===== config.mk =====
export PLATFORM = sky130hd
export DESIGN_NAME = mips_trace_unit
export DESIGN_NICKNAME = d
export VERILOG_FILES = /design/src/rtl/mips_trace_unit.sv
export SDC_FILE = /design/constraint.sdc
export NUM_CORES = 1
export LEC_CHECK = 0
export CAP_MARGIN = 20
export CORE_AREA = 2 2 224 226
export CTS_CLUSTER_DIAMETER = 80
export DETAILED_ROUTE_END_ITERATION = 8
export DIE_AREA = 0 0 226 228
export SLEW_MARGIN = 30
export SYNTH_ARGS = -nofsm -noshare
export SYNTH_HDL_FRONTEND = slang
export SYNTH_SLANG_ARGS = --single-unit

===== constraint.sdc =====
create_clock -name clk -period 6.72 [get_ports clk]
set_clock_uncertainty 0.05 [all_clocks]
set_input_delay 0.672 -clock clk [delete_from_list [all_inputs] [get_ports clk]]
set_output_delay 0.672 -clock clk [all_outputs]
set_load 0.01 [all_outputs]

===== src/rtl/mips_trace_unit.sv =====
// mips_trace_unit: triggered capture of core debug status into a FIFO,
// streamed out as two 32-bit words per record over valid/ready.
module mips_trace_unit #(
    parameter int DEPTH = 8
) (
    input  logic        clk,
    input  logic        rst_n,
    input  logic        i_arm,
    input  logic        i_trig_any,
    input  logic [15:0] i_trig_pc,
    input  logic [7:0]  i_max_rec,
    input  logic [15:0] i_pc_addr,
    input  logic [5:0]  i_i_code,
    input  logic [31:0] i_o_alu,
    input  logic        i_zero,
    output logic [31:0] o_tr_data,
    output logic        o_tr_valid,
    input  logic        i_tr_ready,
    output logic        o_tr_last,
    output logic        o_busy,
    output logic [1:0]  o_state,
    output logic [7:0]  o_drop_cnt
);
    localparam int AW = $clog2(DEPTH);
    typedef enum logic [1:0] {IDLE = 2'd0, ARMED = 2'd1, CAPTURE = 2'd2, DONE = 2'd3} state_t;
    state_t r_state, w_next;
    logic        r_trig_any;
    logic [15:0] r_trig_pc;
    logic [7:0]  r_max_rec, r_rec_cnt, r_drop_cnt;
    logic [63:0] r_mem [DEPTH];
    logic [AW:0] r_wr_ptr, r_rd_ptr;
    logic        r_word;
    logic        w_empty, w_full, w_hs, w_pop, w_hit, w_sample, w_push, w_arm, w_last_smp;
    logic [7:0]  w_cnt_nxt;
    logic [63:0] w_head;
    assign w_empty    = r_wr_ptr == r_rd_ptr;
    assign w_full     = (r_wr_ptr[AW] != r_rd_ptr[AW]) && (r_wr_ptr[AW-1:0] == r_rd_ptr[AW-1:0]);
    assign w_hs       = !w_empty && i_tr_ready;
    assign w_pop      = w_hs && r_word;
    assign w_hit      = r_trig_any || (i_pc_addr == r_trig_pc);
    assign w_sample   = (r_state == ARMED && w_hit) || r_state == CAPTURE;
    // a completing pop frees the head slot, so a full FIFO may still accept this sample
    assign w_push     = w_sample && (!w_full || w_pop);
    assign w_arm      = r_state == IDLE && i_arm;
    assign w_cnt_nxt  = r_rec_cnt + {7'd0, r_rec_cnt != 8'hFF};
    assign w_last_smp = r_max_rec != 8'd0 && w_cnt_nxt == r_max_rec;
    always_comb begin
        w_next = r_state;
        case (r_state)
            IDLE:    w_next = i_arm ? ARMED : IDLE;
            ARMED:   w_next = w_hit ? (w_last_smp ? DONE : CAPTURE) : ARMED;
            CAPTURE: w_next = w_last_smp ? DONE : CAPTURE;
            DONE:    w_next = (w_empty && !r_word) ? IDLE : DONE;
        endcase
    end
    always_ff @(posedge clk or negedge rst_n) begin
        if (!rst_n) r_state <= IDLE;
        else        r_state <= w_next;
    end
    always_ff @(posedge clk or negedge rst_n) begin
        if (!rst_n) begin
            r_trig_any <= 1'b0;
            r_trig_pc  <= 16'd0;
            r_max_rec  <= 8'd0;
            r_rec_cnt  <= 8'd0;
            r_drop_cnt <= 8'd0;
            r_wr_ptr   <= '0;
            r_rd_ptr   <= '0;
            r_word     <= 1'b0;
        end else begin
            if (w_arm) begin
                r_trig_any <= i_trig_any;
                r_trig_pc  <= i_trig_pc;
                r_max_rec  <= i_max_rec;
                r_rec_cnt  <= 8'd0;
                r_drop_cnt <= 8'd0;
            end else if (w_sample) begin
                r_rec_cnt <= w_cnt_nxt;
                if (!w_push && r_drop_cnt != 8'hFF) r_drop_cnt <= r_drop_cnt + 8'd1;
            end
            if (w_push) r_wr_ptr <= r_wr_ptr + 1'b1;
            if (w_pop)  r_rd_ptr <= r_rd_ptr + 1'b1;
            if (w_hs)   r_word   <= !r_word;
        end
    end
    always_ff @(posedge clk) begin
        if (w_push) r_mem[r_wr_ptr[AW-1:0]] <= {i_pc_addr, 4'b0, i_i_code, 5'b0, i_zero, i_o_alu};
    end
    assign w_head     = r_mem[r_rd_ptr[AW-1:0]];
    assign o_tr_valid = !w_empty;
    assign o_tr_last  = !w_empty && r_word;
    assign o_tr_data  = w_empty ? 32'd0 : (r_word ? w_head[31:0] : w_head[63:32]);
    assign o_busy     = r_state != IDLE;
    assign o_state    = r_state;
    assign o_drop_cnt = r_drop_cnt;
endmodule


==> impl_summary.txt, run 1 <==
----------------------------------------------------
[Global routing]
  Largest net degree at the start of global routing ... 56
  Vias in the first global route ... 9,972
  Antenna violations before repair ... 5
  Overflow left after global routing ... 0
  Global-route wire length before repair ... 61.16 mm
  Global-route total usage across every layer ... 15.78%

[Clock tree]
  Root cell of the clock tree ... sky130_fd_sc_hd__clkbuf_16
  Hold-fix buffer count after cts ... 0
  Clock transition at path regs ... 0.06 ns
  CTS H-Tree Depth ... 2
  CTS Buf Count ... 49
  Resized Gates After CTS ... 0
  Clock tree from TritonCTS ... yes
  Sinks on the clock net ... 492
  Number of buffers between clock root and the deepest sink ... 3
  Post-CTS repair timing setup buffer count ... 0
  Source-to-sink clock delay at the later pin of the worst-skew pair ... 0.55 ns

[STA]
  Peak clock frequency supported by timing ... 221.9 MHz
  Total Neg Setup Slack ... 0 ns
  Unrepaired setup endpoints after global routing ... no
  Minimum clock period after layout ... 4.507 ns
  Hold Violations, Final ... 0
  Number of endpoints failing setup at the final stage ... 0
  Worst-Margin Slew ... 0.8756 ns
  Fraction of the cycle the final worst path needs ... 67.06%
  Normalized max-slew margin ... 41.49%
  Final max-slew violation count ... 0

[Floorplanning]
  Number of placement rows ... 82
  Area of the die ... 51,530 um2
  # IOs ... 129
  Core Footprint ... 49,350 um2
  Vert. Die Dim ... 228 um
  Horizontal die dimension ... 226 um
  Effective utilization at floorplan ... 39.48%

[Cells and area]
  Cell Count, Final, Fillers Out ... 1,820
  Fin nets ... 1,200
  Synthesis-to-layout area growth ... 19.58%
  Filler cell count in the final layout ... 4,101
  Layout cell share with drive strength beyond 1 ... 22.41%
  Final core utilization ... 47.20%

[Synth]
  Top cell types by occurrence after synthesis ... sky130_fd_sc_hd__edfxtp_1 (440), sky130_fd_sc_hd__mux4_2 (133), sky130_fd_sc_hd__nand2_1 (84), sky130_fd_sc_hd__dfrtp_1 (52), sky130_fd_sc_hd__xnor2_1 (29)
  Leading area contributor after synthesis ... sky130_fd_sc_hd__edfxtp_1
  Most frequently used flop master after synthesis ... sky130_fd_sc_hd__edfxtp_1
  Number of register bits inferred by synthesis ... 492
  Fraction of post-synthesis cell area in the top cell type by area ... 67.82%
  Number of nets in the synthesized netlist ... 1,046
  Post-synthesis instance area ... 19,480 um2
  Post-synthesis instance total ... 957
  Number of warning messages in the yosys log ... 0
  Seq/Total Area, Yosys ... 74.50%
  Most frequently used cell type in the post-synthesis netlist ... sky130_fd_sc_hd__edfxtp_1
  Syn_area_per_cell ... 20.36 um2
  EDFF count, synth ... 440
  Post-synth ARST share ... 10.57%
  Dominant cells by area after synthesis ... sky130_fd_sc_hd__edfxtp_1 (68%), sky130_fd_sc_hd__mux4_2 (15%), sky130_fd_sc_hd__dfrtp_1 (6.7%)
  Post-synth cell types ... 45

[Place]
  Count of input and output buffers ... 128
  Number of placed instances with taps included ... 1,730
  Final weighted congestion in routability-driven placement ... 0.7409
  Estimated wirelength of the detail-placed design ... 23.66 mm

[Drt]
  # DRC ... 0
  Via count ... 9,353
  Violation count after the first detailed-route iteration ... 553
  Remaining antenna violation count after routing ... 0
  Post-Route WL ... 39.71 mm
  Routed vias/inst ... 5.139
  Initial DRT Pass Iterations ... 5
  Mean routed wirelength per cell ... 21.82 um

[Power and ir drop]
  Pwr per Cell Area ... 424.5 nW/um2
  VDD IR-drop max ... 233.8 uV
  Pleak ... 0.007681 uW

[Critical path]
  Highest fanout seen on the critical path ... 36
  Startpoint type of the worst setup path ... flop
  Type of destination of the critical path ... primary output
  Critical Setup Path Class ... flop to primary output
  Worst endpoint data arrival time ... 3.78 ns
  Req. time, crit path ... 6.00 ns

[Job]
  Total of max-cap violations ... 0

[Status]
  Result of the run ... complete, no violations

[Min path]
  Worst hold path class ... primary input to async pin

----------------------------------------------------
==> metrics by stage <==
stage	total power [uW]	setup WS, ns	area [um2]	hold slack, ns
global route	10380	1.956	23290	0.2345
CTS	10060	2.048	23250	0.1947
floorplan	6106	0.4781	19480	0.3264
detailed placement	7347	1.969	21660	0.4300
global placement	7307	2.045	21610	0.4274
finish	9888	2.213	23290	0.1911
==> power by group <==
part	total (uW)	internal [uW]	switching (uW)
Clock	2690	1600	1090
Sequential	4080	3760	317
Combinational	3130	1690	1440
==> sequential cells by signal (all words and copies together) (netlist names) <==
name / count
r_max_rec: 8
r_word: 1
r_rd_ptr: 4
o_state: 2
r_trig_any: 1
r_wr_ptr: 4
r_rec_cnt: 8
r_trig_pc: 16
o_drop_cnt: 8
r_mem: 440
==> per-layer routing <==
layer | track usage (%) | routed length [um] | vias up
met5 | 0 | 33 | -
met4 | 3.415 | 551 | 6
met3 | 3.156 | 2031 | 49
met2 | 25.25 | 19230 | 212
met1 | 22.53 | 17870 | 4928
li1 | - | - | 4158
==> placed cells by master, fill, tap and decap left out, types with 6 or more instances in the layout <==
cell	netlist	layout
sky130_fd_sc_hd__and2_1	24	23
sky130_fd_sc_hd__buf_12	0	6
sky130_fd_sc_hd__buf_4	0	14
sky130_fd_sc_hd__bufinv_16	0	7
sky130_fd_sc_hd__clkbuf_16	0	49
sky130_fd_sc_hd__clkdlybuf4s50_1	0	127
sky130_fd_sc_hd__clkinv_2	0	18
sky130_fd_sc_hd__dfrtp_1	52	48
sky130_fd_sc_hd__edfxtp_1	440	440
sky130_fd_sc_hd__inv_1	6	6
sky130_fd_sc_hd__mux2i_1	13	13
sky130_fd_sc_hd__mux4_2	133	133
sky130_fd_sc_hd__nand2_1	84	84
sky130_fd_sc_hd__nand3_1	13	13
sky130_fd_sc_hd__nand4_1	8	8
sky130_fd_sc_hd__nor2_1	28	23
sky130_fd_sc_hd__o21ai_0	7	7
sky130_fd_sc_hd__xnor2_1	29	29
sky130_fd_sc_hd__xor2_1	11	11
==> worst max-delay path, cell delays in order, from the launching register on <==
cell and delay [ns]:
sky130_fd_sc_hd__dfrtp_4 0.88, sky130_fd_sc_hd__buf_4 0.60, sky130_fd_sc_hd__mux4_2 0.57, sky130_fd_sc_hd__mux4_2 0.51, sky130_fd_sc_hd__and2_1 0.17, sky130_fd_sc_hd__clkdlybuf4s50_1 0.48
==> kinds of logic after synthesis <==
logic type	synth area share, %
AOI/OAI and AO/OA	1.002
and+or+nand+nor	4.534
muxes	16.22
xor gates and xnor gates	1.965
adders and majority gates	0.3211
buffers and inverters	1.458
DFF	74.50
==> cell type report <==
type,instances,area [um2],area share [%]
antenna,1,2.502,0.01074
clock buffer,54,1245,5.344
clock inverter,33,342.8,1.472
inverter,6,22.52,0.09668
multi-input combinational,410,4738,20.34
sequential,492,14520,62.35
tap,672,840.8,3.609
timing repair buffer,152,1579,6.778
==> final timing paths <==
| path | start | to | slack [ns] | cells past startpoint |
|---|---|---|---|---|
| hold / removal | rst_n | r_max_rec[6] | 0.19 | 2 |
| min in group clk | r_wr_ptr[3] | r_wr_ptr[3] | 0.44 | 1 |
| setup reg to reg | r_trig_pc[1] | r_mem[6][17] | 3.05 | 8 |
| max in group asynchronous | rst_n | r_rd_ptr[0] | 5.91 | 2 |
| setup / recovery | r_rd_ptr[0] | o_tr_data[20] | 2.21 | 5 |
| hold reg to reg | r_wr_ptr[3] | r_wr_ptr[3] | 0.44 | 1 |
Note: power is estimated with default switching activity, not from simulation.
==> inputs of run 2 (changes only) <==
==> constraint.sdc (replaced) <==
create_clock -name clk -period 4.3 [get_ports clk]
set_clock_uncertainty 0.05 [all_clocks]
set_input_delay 0.43 -clock clk [delete_from_list [all_inputs] [get_ports clk]]
set_output_delay 0.43 -clock clk [all_outputs]
set_load 0.01 [all_outputs]
==> run 2 against run 1 <==
Core utilization fell by 0.25 points. Worst hold slack improved by 0.15 ns. Clock power rose by 43%. Register-to-register slack got worse by 1.8 ns. Count of clock-buffer cells in the layout rose by 9. Via count barely moved. Final area fell by 0.53%.
==> impl_summary.txt, run 2 (synthesized netlist as in run 1, its figures left out) <==
----------------------------------------------------
[Status]
  Result of the run ... complete, no violations

[STA]
  Number of endpoints failing setup at the final stage ... 0 (unchanged)
  Normalized max-slew margin ... 47.60% (+6.1 points)
  Final WS setup ... 0.4517 ns (-1.762 ns)
  Unrepaired setup endpoints after global routing ... no
  Minimum clock period after layout ... 3.848 ns
  Peak clock frequency supported by timing ... 259.9 MHz
  Fraction of the cycle the final worst path needs ... 89.49%
  Final max-slew violation count ... 0 (unchanged)
  Worst-Margin Slew ... 0.7860 ns (-0.08959 ns)
  Hold Violations, Final ... 0 (unchanged)

[Clock tree]
  Post-CTS repair timing setup buffer count ... 0 (unchanged)
  CTS H-Tree Depth ... 2 (unchanged)
  Clock transition at path regs ... 0.06 ns (about the same)
  Number of buffers between clock root and the deepest sink ... 3 (unchanged)
  Sinks on the clock net ... 492 (unchanged)
  Clock tree from TritonCTS ... yes
  Source-to-sink clock delay at the later pin of the worst-skew pair ... 0.58 ns (+0.03 ns)
  Root cell of the clock tree ... sky130_fd_sc_hd__clkbuf_16
  CTS Buf Count ... 49 (unchanged)
  Resized Gates After CTS ... 0 (unchanged)
  Hold-fix buffer count after cts ... 1 (+1)

[Power and ir drop]
  Proportion of power drawn by the clock network ... 25.5% (-1.7 points)
  Combinational cell fraction of total power ... 32.7% (+1.1 points)
  Pleak ... 0.007609 uW (-0.94%)
  Internal Dissipation ... 10,710 uW (+52%)
  Share of total power consumed by net switching ... 29.31% (+0.58 points)
  Net Switching ... 4439 uW (+56%)
  VDD IR-drop max ... 631.5 uV (+170%)
  Pwr per Cell Area ... 653.6 nW/um2 (+54%)
  Share of total power in sequential cells ... 41.8% (+0.6 points)

[Cells and area]
  Fin nets ... 1,203 (+0.25%)
  Layout cell share with drive strength beyond 1 ... 21.17% (-1.2 points)
  Most common cell after layout, fill and taps aside ... sky130_fd_sc_hd__edfxtp_1
  Highest-count cells in the layout ignoring fill and taps ... sky130_fd_sc_hd__edfxtp_1 (440), sky130_fd_sc_hd__mux4_2 (133), sky130_fd_sc_hd__clkdlybuf4s50_1 (127), sky130_fd_sc_hd__nand2_1 (83), sky130_fd_sc_hd__clkbuf_16 (49)
  Max FFs per register ... 440 (unchanged)
  Synthesis-to-layout area growth ... 18.94%
  Fin area ... 23,170 um2 (-0.53%)

[Critical path]
  Cell type of the slowest stage on the worst timing path ... sky130_fd_sc_hd__mux4_2
  Series of cell instances along the critical path ... buf_12 -> mux4_2 -> mux4_2 -> and2_1 -> clkdlybuf4s50_1
  Logic depth of the worst path, buffers included ... 5 (unchanged)
  Top cell family by delay on the critical path ... multiplexers
  Startpoint type of the worst setup path ... flop
  Type of destination of the critical path ... primary output
  Largest incremental delay on the critical path ... 0.60 ns (-0.28 ns)
  Total buffers and inverters traversed by the critical path ... 2 (unchanged)
  Most frequent cell on the critical path ... sky130_fd_sc_hd__mux4_2
  Worst endpoint data arrival time ... 3.37 ns (-0.41 ns)
  Req. time, crit path ... 3.82 ns (-2.18 ns)
  Worst setup slack for register-to-register paths ... 1.21 ns (-1.84 ns)
  Worst-case reg-to-reg path depth ... 7 (-1)
  Highest fanout seen on the critical path ... 72 (+100%)
  Critical Setup Path Class ... flop to primary output

[Drt]
  Post-Route WL ... 40.53 mm (+2.0%)
  # DRC ... 0 (unchanged)
  Mean routed wirelength per cell ... 22.30 um (+2.2%)
  Remaining antenna violation count after routing ... 0 (unchanged)
  Violation count after the first detailed-route iteration ... 629 (+14%)
  Routed vias/inst ... 5.151 (+0.23%)
  Via count ... 9,359 (+0.064%)
  Initial DRT Pass Iterations ... 4 (-1)

[Global routing]
  Largest net degree at the start of global routing ... 73 (+30%)
  Vias in the first global route ... 10,104 (+1.3%)
  Antenna violations before repair ... 4 (-1)
  Global-route wire length before repair ... 62.09 mm (+1.5%)
  Overflow left after global routing ... 0 (unchanged)
  Global-route total usage across every layer ... 16.12% (+0.34 points)

[Floorplanning]
  Vert. Die Dim ... 228 um (unchanged)
  # IOs ... 129 (unchanged)
  Effective utilization at floorplan ... 39.48% (unchanged)
  Core Footprint ... 49,350 um2 (unchanged)
  Area of the die ... 51,530 um2 (unchanged)
  Number of placement rows ... 82 (unchanged)
  Horizontal die dimension ... 226 um (unchanged)

[Place]
  Count of input and output buffers ... 128 (unchanged)
  Final weighted congestion in routability-driven placement ... 0.7515 (+1.4%)
  Placed cell area ... 21,740 um2 (+0.35%)
  Estimated wirelength of the detail-placed design ... 24.23 mm (+2.4%)
  DP Worst Slack ... 0.4862 ns (-1.483 ns)

[Job]
  Total of max-cap violations ... 0 (unchanged)

[Min path]
  Worst hold path class ... primary input to async pin

----------------------------------------------------
-- run 2: cell count changes in the layout (fill, tap and decap cells not counted), moves of 3 or more --
cell                         before  now
sky130_fd_sc_hd__clkinv_2        18    4
sky130_fd_sc_hd__clkbuf_1         5   12
sky130_fd_sc_hd__bufinv_16        7    1
sky130_fd_sc_hd__buf_12           6   10
sky130_fd_sc_hd__clkinv_1         4    8
sky130_fd_sc_hd__buf_4           14   17
sky130_fd_sc_hd__clkinvlp_4       3    0
sky130_fd_sc_hd__inv_6            0    3
-- run 2: power groups by stage --
stage          clock [uW]  combinational, uW  sequential [uW]
6_report             3860               4950             6330
3_3_place_gp            0               5060             6430
3_5_place_dp            0               5080             6440
4_1_cts              3970               5100             6350
5_1_grt              4140               5370             6400
2_1_floorplan           0               3380             6160
-- run 2: metrics by stage --
step | util, % | setup TNS [ns] | power [uW] | hold slack (ns) | instances
floorplan | - | -61.57 | 9538 | 0.08441 | 957
global placement | 44.04 | 0 | 11480 | 0.4279 | 1734
detailed placement | 44.05 | 0 | 11520 | 0.4307 | 1734
CTS | 46.93 | 0 | 15420 | 0.3049 | 1815
global route | 46.95 | 0 | 15910 | 0.3193 | 1816
finish | 46.95 | 0 | 15140 | 0.3374 | 1817
-- run 2: worst register-to-register path: stages, from the launching register on --
cell and delay (ns):
sky130_fd_sc_hd__dfrtp_1 0.42, sky130_fd_sc_hd__xnor2_1 0.28, sky130_fd_sc_hd__nand4_1 0.20, sky130_fd_sc_hd__nor4_4 0.40, sky130_fd_sc_hd__o21ai_1 0.23, sky130_fd_sc_hd__or3_1 0.57
sky130_fd_sc_hd__nor3_4 0.22, sky130_fd_sc_hd__buf_12 0.34
-- run 2: layout make-up --
type	count	area [um2]
fillers	4117	26180
flip-flops and latches	492	14530
multi-input cells	410	4756
repair buffers	155	1609
clock buffers	63	1299
well taps	672	840.8
clock inverters	17	112.6
inverters	6	22.52
diodes	2	5.005
-- run 2: final timing paths --
path                                      end           from
worst max-delay path            o_tr_data[31]    r_rd_ptr[0]
worst min-delay path             r_max_rec[5]          rst_n
worst max register to register    r_mem[0][7]  r_trig_pc[10]
worst min register to register    r_rd_ptr[3]    r_rd_ptr[3]
max in group asynchronous         r_rd_ptr[1]          rst_n
min in group clk                 r_max_rec[4]   i_max_rec[4]
-- run 2: routing by layer --
metal | up-vias | part of all wire, % | global-route usage, %
met5 | - | 0.030 | 0
met4 | 2 | 1.4 | 3.725
met3 | 52 | 6.5 | 4.238
met2 | 244 | 49 | 25.75
met1 | 4907 | 43 | 22.25
li1 | 4154 | - | -
